`config.mk`:
```
export PLATFORM = sky130hd
export DESIGN_NAME = hazard_fwd_ctrl
export DESIGN_NICKNAME = d
export VERILOG_FILES = /design/src/rtl/hazard_fwd_ctrl.sv
export SDC_FILE = /design/constraint.sdc
export NUM_CORES = 1
export LEC_CHECK = 0
export ABC_AREA = 1
export CAP_MARGIN = 0
export CORE_MARGIN = 10
export CORE_UTILIZATION = 37
export CTS_CLUSTER_DIAMETER = 50
export CTS_CLUSTER_SIZE = 10
export DETAILED_ROUTE_END_ITERATION = 7
export MAX_ROUTING_LAYER = met4
export PLACE_DENSITY = 0.65
export SYNTH_ARGS = -nofsm -noshare
export SYNTH_HDL_FRONTEND = slang
export SYNTH_SLANG_ARGS = --single-unit
```
`constraint.sdc`:
```
create_clock -name clk -period 4.5 [get_ports clk]
set_input_delay 0.675 -clock clk [delete_from_list [all_inputs] [get_ports clk]]
set_output_delay 0.675 -clock clk [all_outputs]
set_load 0.02 [all_outputs]
```
`src/rtl/hazard_fwd_ctrl.sv`:
```
// Hazard and forwarding controller for the 5-stage pipeline: EX operand forwarding selects,
// load-use and mul/div hazard stalls, branch flush, and the shared mul/div busy/done sequencer.
module hazard_fwd_ctrl #(
    parameter int MD_LATENCY = 8,
    parameter int RA_W       = 5
) (
    input  logic            clk,
    input  logic            rst,
    input  logic            id_valid,
    input  logic [RA_W-1:0] id_rs1,
    input  logic [RA_W-1:0] id_rs2,
    input  logic            id_md_op,
    input  logic [RA_W-1:0] ex_rs1,
    input  logic [RA_W-1:0] ex_rs2,
    input  logic [RA_W-1:0] ex_rd,
    input  logic            ex_memread,
    input  logic            ex_md_start,
    input  logic [RA_W-1:0] mem_rd,
    input  logic            mem_regwrite,
    input  logic [RA_W-1:0] wb_rd,
    input  logic            wb_regwrite,
    input  logic            branch_taken,
    output logic [1:0]      ForwardA,
    output logic [1:0]      ForwardB,
    output logic            stall,
    output logic            bubble_ex,
    output logic            flush_if_id,
    output logic            md_busy,
    output logic            md_done,
    output logic [RA_W-1:0] md_rd,
    output logic            md_overrun,
    output logic [31:0]     stall_cnt
);

    typedef enum logic [1:0] {IDLE, BUSY, DONE} md_state_t;

    localparam logic [7:0] CNT_INIT = 8'(MD_LATENCY - 1);

    md_state_t  state;
    md_state_t  next_state;
    logic [7:0] md_cnt;
    logic       load_use;
    logic       md_hazard;
    logic       md_capture;

    // MEM stage result is newer than WB, so it wins when both match.
    always_comb begin
        ForwardA = 2'b00;
        if (mem_regwrite && (mem_rd != '0) && (mem_rd == ex_rs1))
            ForwardA = 2'b10;
        else if (wb_regwrite && (wb_rd != '0) && (wb_rd == ex_rs1))
            ForwardA = 2'b01;

        ForwardB = 2'b00;
        if (mem_regwrite && (mem_rd != '0) && (mem_rd == ex_rs2))
            ForwardB = 2'b10;
        else if (wb_regwrite && (wb_rd != '0) && (wb_rd == ex_rs2))
            ForwardB = 2'b01;
    end

    assign load_use  = ex_memread && (ex_rd != '0) && id_valid &&
                       ((ex_rd == id_rs1) || (ex_rd == id_rs2));
    assign md_hazard = md_busy && id_valid &&
                       (((md_rd != '0) && ((id_rs1 == md_rd) || (id_rs2 == md_rd))) || id_md_op);

    // A taken branch kills the ID instruction, so any hazard it had is moot.
    assign stall       = (load_use || md_hazard) && !branch_taken;
    assign bubble_ex   = stall || branch_taken;
    assign flush_if_id = branch_taken;

    always_ff @(posedge clk or posedge rst) begin
        if (rst)
            state <= IDLE;
        else
            state <= next_state;
    end

    always_comb begin
        next_state = state;
        case (state)
            IDLE:    if (ex_md_start) next_state = BUSY;
            BUSY:    if (md_cnt == 8'd1) next_state = DONE;
            DONE:    next_state = ex_md_start ? BUSY : IDLE;
            default: next_state = IDLE;
        endcase
    end

    always_comb begin
        md_busy = (state != IDLE);
        md_done = (state == DONE);
    end

    // A new operation may be accepted from IDLE or in the DONE cycle; starts while BUSY are dropped.
    assign md_capture = ex_md_start && ((state == IDLE) || (state == DONE));

    always_ff @(posedge clk or posedge rst) begin
        if (rst) begin
            md_cnt     <= '0;
            md_rd      <= '0;
            md_overrun <= 1'b0;
        end else begin
            if (md_capture) begin
                md_rd  <= ex_rd;
                md_cnt <= CNT_INIT;
            end else if (state == BUSY) begin
                md_cnt <= md_cnt - 8'd1;
            end
            if ((state == BUSY) && ex_md_start)
                md_overrun <= 1'b1;
        end
    end

    always_ff @(posedge clk or posedge rst) begin
        if (rst)
            stall_cnt <= '0;
        else if (stall && (stall_cnt != 32'hFFFF_FFFF))
            stall_cnt <= stall_cnt + 32'd1;
    end

endmodule

```
* Word-level counts from Yosys, hierarchy flattened *
Index checks and enable logic that the tools add are counted.

word-level totals
  input port bits = 44
  word-level logic and storage cells = 62
  output and inout port bits = 47
  bits in registers = 48

cells by class
  muxes and demuxes = 10
  reductions and logical operators = 31
  add/sub/neg operators = 2
  equal/unequal tests = 14

operators by type and width
  operator                                                            count
  5-bit == test                                                       8
  32-bit by 1-bit adder with 32-bit output, second input constant     1
  32-bit inequality test, second input constant                       1
  5-bit nonzero test                                                  4
  1-bit logical AND                                                   16
  8-bit two-way mux                                                   2
  8-bit by 1-bit == test with 1-bit output, second input constant     1
  2-bit two-way mux                                                   4
  8-bit by 1-bit subtractor with 8-bit output, second input constant  1
  1-bit logical OR                                                    6
  2-bit one-hot mux with 3 select lines                               1
  2-bit inequality test, second input constant                        2
  2-bit nonzero test                                                  2
  1-bit two-way mux                                                   3
  2-bit by 1-bit == test with 1-bit output, second input constant     1
  2-bit == test, second input constant                                1
  2-bit logical NOT                                                   1
  2-bit AND reduction                                                 1
  1-bit logical NOT                                                   1

* Logic depth before layout (Yosys ltp) *
Gate-level depths: netlist of the first run.

  depth after elaboration = 8
  depth in mapped cells = 14
  gate-level depth less buffers = 13

* Least setup slack after synthesis of the first run *
No wires, ideal clock.

  path type = input to output
  start = input mem_rd[0]
  end = output ForwardA[0]
  required time = 3.825 ns
  stages on the path = 4
  setup slack = 1.910 ns
  arrival time = 1.915 ns
  path through = xnor2_1 > nand3_1 > nor4_1 > nor2_1

on the way
  longest elaborated chain between the ends = 4
  elaborated cells on any way between the ends = 5
  classes of those cells = eq/ne: 1; mux: 1; reduce/logical: 3

RTL lines
  element              line  RTL
  start: declaration   18    input logic [RA_W-1:0] mem_rd,
  5-bit nonzero test   49    if (mem_regwrite && (mem_rd != '0) && (mem_rd == ex_rs1))
  1-bit logical AND    49
  1-bit logical AND *  49
  2-bit two-way mux *  49
  end: declaration     23    output logic [1:0] ForwardA,

Mark *: on every way between the ends. The rest lies on a longest branch, timed or not.

* Final worst setup path of the first run *
  start = input mem_rd[0]
  end = output ForwardB[0]

on the way
  longest elaborated chain between the ends = 4
  elaborated cells on any way between the ends = 5
  classes of those cells = eq/ne: 1; mux: 1; reduce/logical: 3

RTL lines
  element              line  RTL
  5-bit nonzero test   55    if (mem_regwrite && (mem_rd != '0) && (mem_rd == ex_rs2))
  1-bit logical AND    55
  1-bit logical AND *  55
  2-bit two-way mux *  55
  end: declaration     24    output logic [1:0] ForwardB,

Marked as above.

==> results.toml, run 1 <==
[logic_synthesis]
yosysWarnings = 0
netlist_top_cells_area = "dfrtp_1 (34%), nand2_1 (16%), nand4_1 (7.1%), xnor2_1 (6.0%), xor2_1 (6.0%)"
synth_area_um2 = 3526
syn_nets = 542
avgSynthCellArea_um2 = 7.123
synth.distinct_cells = 34
synth_top_area_frac = 0.3407
synthArstFlopShare = 1.000
seq_area_frac_synth = 0.3407
synth_seq_cells = 48
yosysMostFrequentCell = "nand2_1"
synthCells = 495
yosys.area.top_type = "dfrtp_1"
synthFlopType = "dfrtp_1"
synthTopCellsByCount = "nand2_1 (154), inv_1 (50), dfrtp_1 (48)"
synth_edf_count = 0

[route]
totalWireLength_um = 10050
via_count = 3486
first_pass_iters = 5
wl_per_cell_um = 14.17
avgViaCountPerCell = 4.917
drtAntennaViolNets = 0
drtIter0Drc = 239
drcViolationCount = 0

[cells_and_area]
area_delta_synth_final_pct = 30.52
final_util = 0.4980
fin_nets = 626
finalInstanceArea_um2 = 4602
drive_gt1_frac = 0.06207
n_antenna_cell = 0
finalNonFillerCells = 709

[sta]
fin_skew_ns = 0.006191
slew_viol_final = 0
fin_tns_setup_ns = 0
finalSetupViolations = 0
fin_crit_sh = 0.7537
fmax_ghz = 0.2948
finalHoldViolCount = 0
finalHoldWorstSlack_ns = 0.4861
rsz0062_at_grt = "no"
fin_ws_ns = 1.108
max_slew_margin = 0.3470
period_minus_slack_ns = 3.392
worstMarginPinSlew_ns = 0.9781

[floorplan]
core_area_um2 = 9240
ioPinCount = 91
die_height_um = 117.6
start_util = 0.3816
rows = 35
die_x_um = 117.6
dieArea_um2 = 13830

[power]
seqPwrFrac = 0.419
combPwrFrac = 0.384
internal_power_mw = 0.8494
p_sw_frac = 0.3870
clock_power_share = 0.197
vdd.ir_drop.worst_v = 0.0001457
total_power_mw = 1.386
switching_power_mw = 0.5362
cellLeakagePower_nw = 2.151
powerDensity_nw_per_um2 = 301.1

[clock_tree]
hold_buffers = 0
cts_root_buf = "clkbuf_8"
clk_latency_ns = 0.30
cts.sinks = 48
clkTransAtPathRegs_ns = 0.09
cts_tree = "done"
post_cts_buffers = 0
clockBufferDepth = 2
cts_resized = 0
cts_buffers = 5
h-tree-depth = 2

[critical_path]
end_kind = "primary output"
worstPathArrival_ns = 2.72
worst_setup_path_start_kind = "input port"
worstPathRequired_ns = 3.83
critPathKind = "input port to primary output"
critPathMaxFanout = 3

[placed_design]
place_congestion = 0.8428
placed_area_um2 = 4508
dpl_worst_slack_ns = 1.087
dpl.hpwl_um = 7588
port-buffer-count = 90
dp_cells = 701

[global_routing]
antenna_found_initial = 0
grt_pass1_vias = 3287
overflow = 0
grt_max_degree = 49
grt_usage = 0.1458
grt_pass1_wl_um = 16860

[job]
max-cap-violations = 0

[status]
status = "finished clean"

[worst_hold_path]
hold_path_class = "flop to flop"
-- power groups by stage --
stage               registers, mW  clock network (mW)  logic (mW)
global route                0.593               0.292       0.595
global placement            0.585                   0       0.527
CTS                         0.580               0.277       0.540
detailed placement          0.588                   0       0.536
floorplan                   0.615                   0       0.289
finish                      0.580               0.273       0.532
-- path summary, 6_finish.rpt --
| kind | from | to | slack, ns | cells past startpoint |
|---|---|---|---|---|
| max | mem_rd[0] | ForwardB[0] | 1.11 | 6 |
| min | md_overrun | md_overrun | 0.49 | 1 |
| max reg2reg | stall_cnt[0] | stall_cnt[14] | 2.13 | 9 |
| min reg2reg | md_overrun | md_overrun | 0.49 | 1 |
| max in group asynchronous | rst | stall_cnt[13] | 2.98 | 2 |
| min in group asynchronous | rst | md_rd[1] | 0.92 | 2 |
-- cell families (layout without fill, tap and decap cells) --
kind of cell / after synthesis / count (layout) / share of synthesized area
AO/OA/AOI/OAI: 24 / 24 / 0.03691
flip-flops: 48 / 48 / 0.3407
adder cells (fa/ha/maj): 3 / 3 / 0.01065
buffers and inverters: 68 / 153 / 0.08339
XOR/XNOR: 48 / 48 / 0.1192
AND/OR/NAND/NOR: 304 / 304 / 0.4092
-- registers in the layout, indices dropped and copies added, names as in the netlist --
register    count
state           2
md_cnt          8
md_overrun      1
md_rd           5
stall_cnt      32
-- critical path: stages --
cell	delay, ns
clkdlybuf4s50_1	0.47
or2_2	0.32
o41ai_1	0.41
nor4_1	0.12
nor2_1	0.11
clkdlybuf4s50_1	0.61
-- cell usage in the layout, fill, tap and decap left out, types with 3 or more instances in the layout --
| master | count |
|---|---|
| nor2_1 | 40 |
| nand2_1 | 154 |
| a21oi_1 | 12 |
| nand4_1 | 40 |
| nor3_1 | 12 |
| clkdlybuf4s50_1 | 90 |
| nor2_2 | 7 |
| clkbuf_8 | 6 |
| dfrtp_1 | 48 |
| nor2_4 | 3 |
| nand3_1 | 24 |
| inv_2 | 3 |
| nand3_2 | 3 |
| nor4_1 | 4 |
| inv_1 | 49 |
| ha_1 | 3 |
| xor2_1 | 24 |
| nand2_2 | 4 |
| o21ai_0 | 9 |
| xnor2_1 | 24 |
-- cell type report --
cell class,count,area [um2]
clock buffers,7,86.33
clock inverters,1,7.507
fillers,923,4638
inverters,53,198.9
multi-input cells,379,2031
flip-flops and latches,48,1201
well taps,129,161.4
repair buffers,92,915.9
-- per-layer routing --
metal | track usage | share of wire
met2 | 0.2322 | 0.46
met3 | 0.01631 | 0.038
met5 | - | 0
met1 | 0.1968 | 0.49
met4 | 0.02550 | 0.0073
Power figures use the tool's default switching activity.
==> run 2, diff against run 1 <==
clock period = 3.5 ns   (was 4.5 ns; I/O delays follow)
==> run 2 against run 1 <==
  * Die area is the same
  * Non-clock buffer count grew 1
  * Hold slack gained 0.0099 ns
  * Critical path type unchanged
  * Largest cell class unchanged
==> results.toml, run 2 (synthesis gave the netlist of run 1 again) <==
[placed_design]
dpl_worst_slack_ns = 0.3894
dp_cells = 702
dpl.hpwl_um = 7599
port-buffer-count = 90
place_congestion = 0.8544

[worst_hold_path]
hold_path_class = "flop to flop"

[sta]
finalHoldViolCount = 0
rsz0062_at_grt = "no"
fin_tns_setup_ns = 0
finalSetupViolations = 0
worstMarginPinSlew_ns = 1.004
fin_crit_sh = 0.8830
fin_skew_ns = 0.009721
slew_viol_final = 0
fmax_ghz = 0.3236
max_slew_margin = 0.3296
period_minus_slack_ns = 3.090
fin_ws_ns = 0.4095

[power]
total_power_mw = 1.850
vdd.ir_drop.worst_v = 0.0001824
powerDensity_nw_per_um2 = 399.4
cellLeakagePower_nw = 2.167

[cells_and_area]
final_util = 0.5012
fin_nets = 627
regMostFlops = "stall_cnt"
n_antenna_cell = 0
area_delta_synth_final_pct = 31.33
n_fill_cell = 874
multi_input_area_um2 = 2031
drive_gt1_frac = 0.06540
top_regs = "stall_cnt (32), md_cnt (8), md_rd (5)"
finalNonFillerCells = 710
final_common_cell = "nand2_1"
largest_register_ff_count = 32
regArea_um2 = 1201
layout_common_cells = "nand2_1 (154), clkdlybuf4s50_1 (90), inv_1 (49), dfrtp_1 (48)"

[global_routing]
grt_pass1_wl_um = 16790
grt_max_degree = 49
antenna_found_initial = 0
grt_usage = 0.1456
overflow = 0
grt_pass1_vias = 3277

[clock_tree]
post_cts_buffers = 0
cts_tree = "done"
clk_latency_ns = 0.31
clkTransAtPathRegs_ns = 0.10
clockBufferDepth = 2
cts.sinks = 48
cts_resized = 0
cts_root_buf = "clkbuf_8"
hold_buffers = 0
h-tree-depth = 2
cts_buffers = 5

[route]
avgViaCountPerCell = 4.911
drcViolationCount = 0
via_count = 3487
first_pass_iters = 5
drtAntennaViolNets = 0
drtIter0Drc = 160
wl_per_cell_um = 14.09
totalWireLength_um = 10000

[floorplan]
dieArea_um2 = 13830
ioPinCount = 91
start_util = 0.3816
rows = 35
die_height_um = 117.6
die_x_um = 117.6
core_area_um2 = 9240

[critical_path]
end_kind = "primary output"
critPathMaxStageDelay_ns = 0.61
cpMaxStageDelayCell = "clkdlybuf4s50_1"
cpMostUsedCell = "clkdlybuf4s50_1"
worstPathRequired_ns = 2.97
critPathMaxFanout = 3
worstPathArrival_ns = 2.57
path_cells = "clkdlybuf4s50_1 > or2_2 > o41ai_1 > nor4_1 > nor2_1 > clkdlybuf4s50_1"
worst_setup_path_start_kind = "input port"
critPathKind = "input port to primary output"

[job]
max-cap-violations = 0

[status]
status = "finished clean"
## run 2: worst max-delay path: cells and delay by family
| family | cells | cell delay (ns) |
|---|---|---|
| AO/OA/AOI/OAI | 1 | 0.40 |
| AND/OR/NAND/NOR | 3 | 0.55 |
| buffers and inverters | 2 | 1.09 |
## run 2: per-stage QoR
step	cell area (um2)	hold WS, ns
CTS	4631	0.5023
global placement	4516	0.4614
detailed placement	4516	0.4855
global route	4631	0.5314
finish	4631	0.4960
floorplan	3526	0.4566
## run 2: path summary, 6_finish.rpt
check                             startpoint            end  slack, ns  depth (start not counted)
worst max-delay path               mem_rd[0]    ForwardA[0]       0.41                          6
worst max register to register  stall_cnt[0]  stall_cnt[17]       1.13                          9
worst min-delay path               md_cnt[6]      md_cnt[6]       0.50                          1
worst min register to register     md_cnt[6]      md_cnt[6]       0.50                          1
max in group asynchronous                rst  stall_cnt[22]       2.11                          2
min in group asynchronous                rst       md_rd[1]       0.77                          2
## run 2: area by class of cell
cell class                      count  share of cell area
Clock inverter                      3            0.009997
Inverter                           53             0.04296
Multi-Input combinational cell    379              0.4385
Tap cell                          129             0.03486
Sequential cell                    48              0.2594
Clock buffer                        5             0.01486
Timing Repair Buffer               93              0.1994
## run 2: where the power goes
| part | total [mW] | switching, mW | internal, mW |
|---|---|---|---|
| Combinational | 0.689 | 0.397 | 0.292 |
| Clock | 0.417 | 0.202 | 0.215 |
| Sequential | 0.744 | 0.101 | 0.642 |
| Total | 1.85 | 0.700 | 1.15 |
## run 2: layer usage
layer | part of all wire | wire length (um) | up-vias | global-route usage
li1 | - | - | 1773 | -
met1 | 0.49 | 4867 | 1604 | 0.1955
met2 | 0.46 | 4645 | 102 | 0.2290
met3 | 0.040 | 400 | 8 | 0.01631
met4 | 0.0090 | 90 | 0 | 0.03478
met5 | 0 | 0 | - | -
==> run 3, diff against run 2 <==
clock period = 3.6 ns   (was 3.5 ns; I/O delays follow)
==> run 3 against run 2 <==
  * Critical path depth stayed put
  * Sequential power is 2% lower
  * Core utilization is 0.47 points higher
  * Non-clock buffer count stayed put
  * Die area stayed put
  * Clock skew is 0.0021 ns lower
  * Register-to-register slack better by 0.11 ns
  * Power is 4.2% higher
  * Count of clock-buffer cells in the layout stayed put
  * Cell area is 0.95% higher
  * Critical endpoint unchanged
==> results.toml, run 3 (synthesis gave the netlist of run 1 again) <==
[route]
via_count = 3492
first_pass_iters = 6
drtIter0Drc = 178
wl_per_cell_um = 14.31
totalWireLength_um = 10160
drcViolationCount = 0
drtAntennaViolNets = 0
avgViaCountPerCell = 4.918

[clock_tree]
cts.sinks = 48
post_cts_buffers = 0
clkTransAtPathRegs_ns = 0.09
cts_buffers = 5
cts_tree = "done"
clk_latency_ns = 0.30
clockBufferDepth = 2
cts_resized = 0
hold_buffers = 0
cts_root_buf = "clkbuf_8"
h-tree-depth = 2

[cells_and_area]
regMostFlops = "stall_cnt"
n_antenna_cell = 0
layout_common_cells = "nand2_1 (154), clkdlybuf4s50_1 (90), inv_1 (49), dfrtp_1 (48)"
largest_register_ff_count = 32
drive_gt1_frac = 0.06540
top_regs = "stall_cnt (32), md_cnt (8), md_rd (5)"
fin_nets = 627
final_common_cell = "nand2_1"
area_delta_synth_final_pct = 32.58

[floorplan]
core_area_um2 = 9240
die_height_um = 117.6
ioPinCount = 91
start_util = 0.3816
die_x_um = 117.6
dieArea_um2 = 13830
rows = 35

[sta]
max_slew_margin = 0.3272
fin_crit_sh = 0.8781
slew_viol_final = 0
finalHoldViolCount = 0
worstMarginPinSlew_ns = 1.008
fin_skew_ns = 0.007664
period_minus_slack_ns = 3.161
rsz0062_at_grt = "no"
fin_tns_setup_ns = 0
fmax_ghz = 0.3164
finalSetupViolations = 0

[power]
cellLeakagePower_nw = 2.190
total_power_mw = 1.927
vdd.ir_drop.worst_v = 0.0001672
powerDensity_nw_per_um2 = 412.3

[critical_path]
cpMostUsedCell = "clkdlybuf4s50_1"
critPathKind = "input port to primary output"
critPathMaxFanout = 3
cpMaxStageDelayCell = "clkdlybuf4s50_1"
critPathMaxStageDelay_ns = 0.61
path_cells = "clkdlybuf4s50_1 > or2_2 > o41ai_1 > nor4_1 > nor2_1 > clkdlybuf4s50_1"
end_kind = "primary output"
worstPathRequired_ns = 3.06
worst_setup_path_start_kind = "input port"
worstPathArrival_ns = 2.62

[global_routing]
grt_usage = 0.1480
overflow = 0
grt_pass1_vias = 3342
grt_pass1_wl_um = 17170
antenna_found_initial = 0
grt_max_degree = 49

[placed_design]
port-buffer-count = 90
place_congestion = 0.8513
dpl.hpwl_um = 7588

[worst_hold_path]
hold_path_class = "flop to flop"

[status]
status = "finished clean"

[job]
max-cap-violations = 0
-- run 3: changes by cell type in the layout (fill, tap and decap cells not counted) --
cell        change
bufinv_16       +2
inv_6           -1
clkinvlp_4      -1
-- run 3: worst max-delay path: cells and delay by family --
family / cells / cell delay, ns
and+or+nand+nor: 3 / 0.55
AOI/OAI and AO/OA: 1 / 0.45
buffers and inverters: 2 / 1.08
-- run 3: routing by layer --
layer	wire (um)	global-route usage	part of all wire	up-vias
met5	0	-	0	-
met4	58	0.03168	0.0057	0
met3	282	0.01679	0.028	4
met2	4689	0.2350	0.46	79
met1	5130	0.1981	0.50	1638
li1	-	-	-	1771
-- run 3: through the flow --
| step | setup WS (ns) | hold slack [ns] | utilization | std cells | cell area [um2] |
|---|---|---|---|---|---|
| after floorplan | 1.280 | 0.4566 | - | 495 | 3526 |
| after global placement | 0.4751 | 0.4614 | 0.4887 | 702 | 4516 |
| after detailed placement | 0.4530 | 0.4674 | 0.4887 | 702 | 4516 |
| after CTS | 0.4439 | 0.4928 | 0.5059 | 710 | 4674 |
| after global routing | 0.3736 | 0.5034 | 0.5059 | 710 | 4674 |
| final | 0.4390 | 0.4856 | 0.5059 | 710 | 4674 |
-- run 3: area by class of cell --
cell class,count,area (um2)
Fill cell,913,4566
Multi-Input combinational cell,379,2031
Sequential cell,48,1201
Timing Repair Buffer,93,923.4
Inverter,53,198.9
Tap cell,129,161.4
Clock inverter,3,90.09
Clock buffer,5,68.82
-- run 3: power by group --
part           switching, mW  internal [mW]
Sequential             0.104          0.624
Clock                  0.188          0.347
Combinational          0.381          0.283
Total                  0.673           1.25
-- run 3: path summary, 6_finish.rpt --
check / startpoint / end / slack, ns / cells after the start
max in group asynchronous: rst / stall_cnt[30] / 2.18 / 2
max reg2reg: stall_cnt[0] / stall_cnt[14] / 1.24 / 9
min in group asynchronous: rst / md_rd[1] / 0.80 / 2
min: md_overrun / md_overrun / 0.49 / 1
min reg2reg: md_overrun / md_overrun / 0.49 / 1
max: mem_rd[0] / ForwardA[0] / 0.44 / 6
